--- src/rtl/vending_machine_core.sv ---
// ---------------------------------------------------------------------------
// vending_machine_core
//   Single-product vending controller. Product price is 15 units; accepted
//   coins are 5 and 10 units. Credit is held as one of three states
//   (0, 5, 10). A paying edge produces a one-cycle dispense pulse and, when
//   5 units of overpayment remain after the sale, a one-cycle change pulse.
//
// Ports
//   i    in  10-unit coin strobe, sampled on rising clk
//   j    in  5-unit coin strobe, sampled on rising clk
//   rst  in  asynchronous active-low reset (clears credit and pulses)
//   clk  in  rising-edge clock
//   x    out registered dispense pulse
//   y    out registered change pulse (5 units returned)
//
// Build option
//   VM_COMBO_COIN_EN  defined: {i,j}=11 counts as 15 units in one cycle.
//                     undefined: {i,j}=11 is ignored (value 0).
// ---------------------------------------------------------------------------
module vending_machine_core (
  input  logic i,
  input  logic j,
  input  logic rst,
  input  logic clk,
  output logic x,
  output logic y
);

  typedef enum logic [1:0] {
    S0  = 2'd0,
    S5  = 2'd1,
    S10 = 2'd2
  } state_t;

  localparam logic [4:0] PRICE  = 5'd15;
  localparam logic [4:0] CHANGE = 5'd5;

  state_t     state;
  state_t     next_state;
  logic       next_x;
  logic       next_y;
  logic [4:0] coin_val;
  logic [4:0] credit;
  logic [4:0] total;
  logic [4:0] rem;
  logic       state_ok;

  // Map a remaining credit amount back to a holding state. Only 0/5/10 are
  // reachable here; anything else falls back to S0.
  function automatic state_t credit_to_state(input logic [4:0] amt);
    state_t s;
    case (amt)
      5'd5:    s = S5;
      5'd10:   s = S10;
      default: s = S0;
    endcase
    return s;
  endfunction

  // Coin value decode.
  always_comb begin
    coin_val = '0;
    case ({i, j})
      2'b01:   coin_val = 5'd5;
      2'b10:   coin_val = 5'd10;
`ifdef VM_COMBO_COIN_EN
      2'b11:   coin_val = 5'd15;
`else
      2'b11:   coin_val = '0;
`endif
      default: coin_val = '0;
    endcase
  end

  // Credit held by the current state; unencoded states are flagged so they
  // recover to S0 with both pulses low.
  always_comb begin
    credit   = '0;
    state_ok = 1'b1;
    case (state)
      S0:      credit = 5'd0;
      S5:      credit = 5'd5;
      S10:     credit = 5'd10;
      default: state_ok = 1'b0;
    endcase
  end

  // Next-state and next-output logic.
  always_comb begin
    next_state = S0;
    next_x     = 1'b0;
    next_y     = 1'b0;
    total      = credit + coin_val;
    rem        = '0;
    if (state_ok) begin
      if (total >= PRICE) begin
        next_x = 1'b1;
        rem    = total - PRICE;
        if (rem >= CHANGE) begin
          next_y = 1'b1;
          rem    = rem - CHANGE;
        end
        next_state = credit_to_state(rem);
      end else begin
        next_state = credit_to_state(total);
      end
    end
  end

  always_ff @(posedge clk or negedge rst) begin
    if (!rst) begin
      state <= S0;
      x     <= 1'b0;
      y     <= 1'b0;
    end else begin
      state <= next_state;
      x     <= next_x;
      y     <= next_y;
    end
  end

endmodule

--- config.mk ---
export PLATFORM = sky130hd
export DESIGN_NAME = vending_machine_core
export DESIGN_NICKNAME = d
export VERILOG_FILES = /design/src/rtl/vending_machine_core.sv
export SDC_FILE = /design/constraint.sdc
export NUM_CORES = 1
export LEC_CHECK = 0
export CAP_MARGIN = 20
export CORE_MARGIN = 4
export CORE_UTILIZATION = 31
export DETAILED_ROUTE_END_ITERATION = 7
export DONT_BUFFER_PORTS = 1
export GPL_ROUTABILITY_DRIVEN = 0
export PLACE_DENSITY = 0.43
export SLEW_MARGIN = 20
export SYNTH_ARGS = -nofsm -noshare
export SYNTH_HDL_FRONTEND = slang
export SYNTH_SLANG_ARGS = --single-unit
export TNS_END_PERCENT = 10
--- constraint.sdc ---
create_clock -name clk -period 4.1 [get_ports clk]
set_clock_uncertainty 0.2 [all_clocks]
set_input_delay 0.615 -clock clk [delete_from_list [all_inputs] [get_ports clk]]
set_output_delay 0.615 -clock clk [all_outputs]
set_load 0.1 [all_outputs]
==> impl_results.md <==
* Crit path capture type: register
* CP Max Fanout at 6
* Global-route wire length before repair at 2.42 mm
* Post-CTS Resized at 0
* Fin nets at between 90 and 100
* I/O pin total at 6
* Fillers at 226
* Yosys reg bits at 4
* Slowest CP cell: fa_1
* Most common cell after layout, fill and taps aside: ha_1
* Final hold violations at 0
* # setup viols final at 0
* Synthesis-to-layout area growth at 7.12%
* Clk buf depth at 2
* Share of Yosys cell area claimed by the top area cell type at 15.0%
* Startpoint types: register
* DRT Pass-1 Iters at 4
* FF/Latch Area at between 100 and 150 µm²
* Mapped Area at around 670 µm²
* Delay-heaviest family, CP: adder cells
* Hold WS at 0.451 ns
* Syn_nets at 88
* CP Buf/Inv Count at 0
* Worst-Margin Slew at a little under 0.9 ns
* I/O Buffers at 0
* Worst EP required at ~4.1 ns
* Worst-Skew Late Latency at around 0.23 ns
* Vias in the first global route at around 530
* Residual DRC count at 0
* Hold WC Path Type: in2async
* Antenna-violating nets left at 0
* CTS tree: yes
* Hpwl dp at roughly 1.2 mm
* Status: finished clean
* Part of the Yosys area used for sequential elements at approximately 15%
* Synth unique cells at 39
* DR WL/cell at between 10 and 15 µm
* Largest net degree at the start of global routing at 9
* Layout cells sized above 1 at ~22%
* Detailed-route wire length at roughly 1.4 mm
* Max-slew violation count at 0
* GR peak layer: met2
* Antenna fix cells at 0
* CTS Buf Count at 3
* Final period demand of the worst path at 3.57 ns
* Top cell type by total area after synthesis: dfrtp_1
* Commonest non-fill, non-tap cells in the layout: ha_1 (7), a21oi_1 (5), nor2b_1 (5), nand2_1 (5)
* FMAX at around 280 MHz
* RSZ-0062 raised after global routing: false
* Multi-input gate area at roughly 500 µm²
* GRT Residual Overflow at 0
* Synth Instances at 76
* Setup TNS at 0 ns
* Crit path cell chain: nor2b_1 > ha_1 > fa_1 > ha_1 > xnor2_1 > nand2_1 > o21a_1 > or3_2 > a311o_1 > o22ai_2
* CP arrival at between 3 and 4 ns
* CP Class: reg2reg
* Initial core utilization at roughly a third
* Via count at around 550
* CTS clk-pin slew, worst paths at approximately 0.04 ns
* Leakage at 0.324 nW
* Clk root buf: clkbuf_4
* Max stage delay on crit path at around 0.54 ns
* Synth warn at 0
* Worst slew margin at around 42%
* CP most frequent cell: ha_1
* Via density at roughly 5.2
* Clk sinks at 4
* Die W at ~54 µm
* Period utilisation layout at around 87%
* Row cnt at 16
* Worst vdd ir at ~0.16 mV
* DR iter-0 viols at 7
* Core region area at around 2000 µm²
* Met2 Resource Use GR at approximately 17%
* DIE AREA at around 3000 µm²
* Synth top area cells: dfrtp_1 (15%), ha_1 (13%), nor2b_1 (4.7%), xnor2_1 (3.9%), a21oi_1 (3.7%)
* Initial antenna violation count at 0
* Die span in y at approximately 54 µm
* Met1 Usage GRT at 15.7%
* Power Dens Cells at 227 nW/µm²
* H-tree Lvls at 1
* Syn avg cell area at ~9 µm²
* GRT Util Overall at 11.6%
* GR Util met3 at around 1.6%
* # Max-Cap Violations at 0
## per-stage QoR
step                cells  total power [mW]  util, %  setup slack, ns  cell area, µm²
CTS                   106             0.166     35.8            0.538             716
global route          106             0.178     35.8            0.338             716
finish                106             0.162     35.8            0.535             716
detailed placement    102             0.115     34.1            0.375             683
floorplan              76             0.104        -            0.352             668
global placement      102             0.116     34.1            0.398             683
## kinds of logic after synthesis
| kind of cell | after synthesis | share of synthesized area [%] |
|---|---|---|
| multiplexers | 1 | 2.25 |
| flip-flops | 4 | 15.0 |
| adder cells (fa/ha/maj) | 8 | 16.1 |
| XOR/XNOR | 6 | 8.99 |
| AND/OR/NAND/NOR | 30 | 28.8 |
| AO/OA/AOI/OAI | 19 | 20.4 |
| buffers and inverters | 8 | 8.42 |
## Yosys cell counts
library cell / count
ha_1: 7
a21oi_1: 5
nand2_1: 5
nor2b_1: 5
dfrtp_1: 4
inv_1: 4
o21ai_0: 4
nand4_1: 3
nor2_1: 3
xnor2_1: 3
buf_6: 2
nand3b_1: 2
or3_2: 2
xor2_1: 2
a21boi_0: 1
a21o_1: 1
a221o_2: 1
a311o_1: 1
a31oi_1: 1
a32o_1: 1
and2_1: 1
and3_1: 1
and4b_2: 1
buf_2: 1
clkbuf_8: 1
fa_1: 1
mux2_4: 1
nand3_1: 1
nand3b_4: 1
nor3_1: 1
o21a_1: 1
o22ai_2: 1
o311ai_0: 1
o31a_2: 1
or2_2: 1
or3_1: 1
or3b_2: 1
or4_1: 1
xor2_2: 1
## sequential cells by signal, summed over array words and instances (netlist names)
| signal | count |
|---|---|
| state | 2 |
| x | 1 |
| y | 1 |
## worst reg2reg max path, stage by stage, from the launching register on
cell and delay, ns:
dfrtp_1 0.40, nor2b_1 0.17, ha_1 0.30, fa_1 0.54
ha_1 0.27, xnor2_1 0.35, nand2_1 0.12, o21a_1 0.22
or3_2 0.45, a311o_1 0.33, o22ai_2 0.14
## metal layers
metal | vias up | routed length, µm
met5 | - | 0
met1 | 254 | 710
met2 | 8 | 678
met3 | 2 | 24
met4 | 0 | 8
li1 | 283 | -
## power by group
part	internal [mW]	switching, mW
logic	0.0272	0.0380
registers	0.0414	0.00851
clock network	0.0326	0.0145
total	0.101	0.0610
## worst paths after layout
check	cells past startpoint	to	from	slack, ns
max	10	state[1]	state[0]	0.53
min	1	y	rst	0.45
max reg2reg	10	state[1]	state[0]	0.53
min reg2reg	2	state[1]	state[1]	0.48
max in group asynchronous	1	x	rst	3.09
min in group clk	2	state[1]	state[1]	0.48
## area by class of cell
| cell class | instances | share of cell area (%) |
|---|---|---|
| clock buffers | 3 | 3.15 |
| well taps | 27 | 4.72 |
| multi-input cells | 64 | 71.5 |
| inverters | 4 | 2.10 |
| flip-flops and latches | 4 | 14.0 |
| repair buffers | 4 | 4.55 |
## repair_timing
| item | CTS | global route |
|---|---|---|
| buffers inserted | 0 | 0 |
| hold endpoints to repair | 4 | 0 |
| hold buffers | 1 | 0 |
No activity file was read; power rests on OpenSTA's default activity.
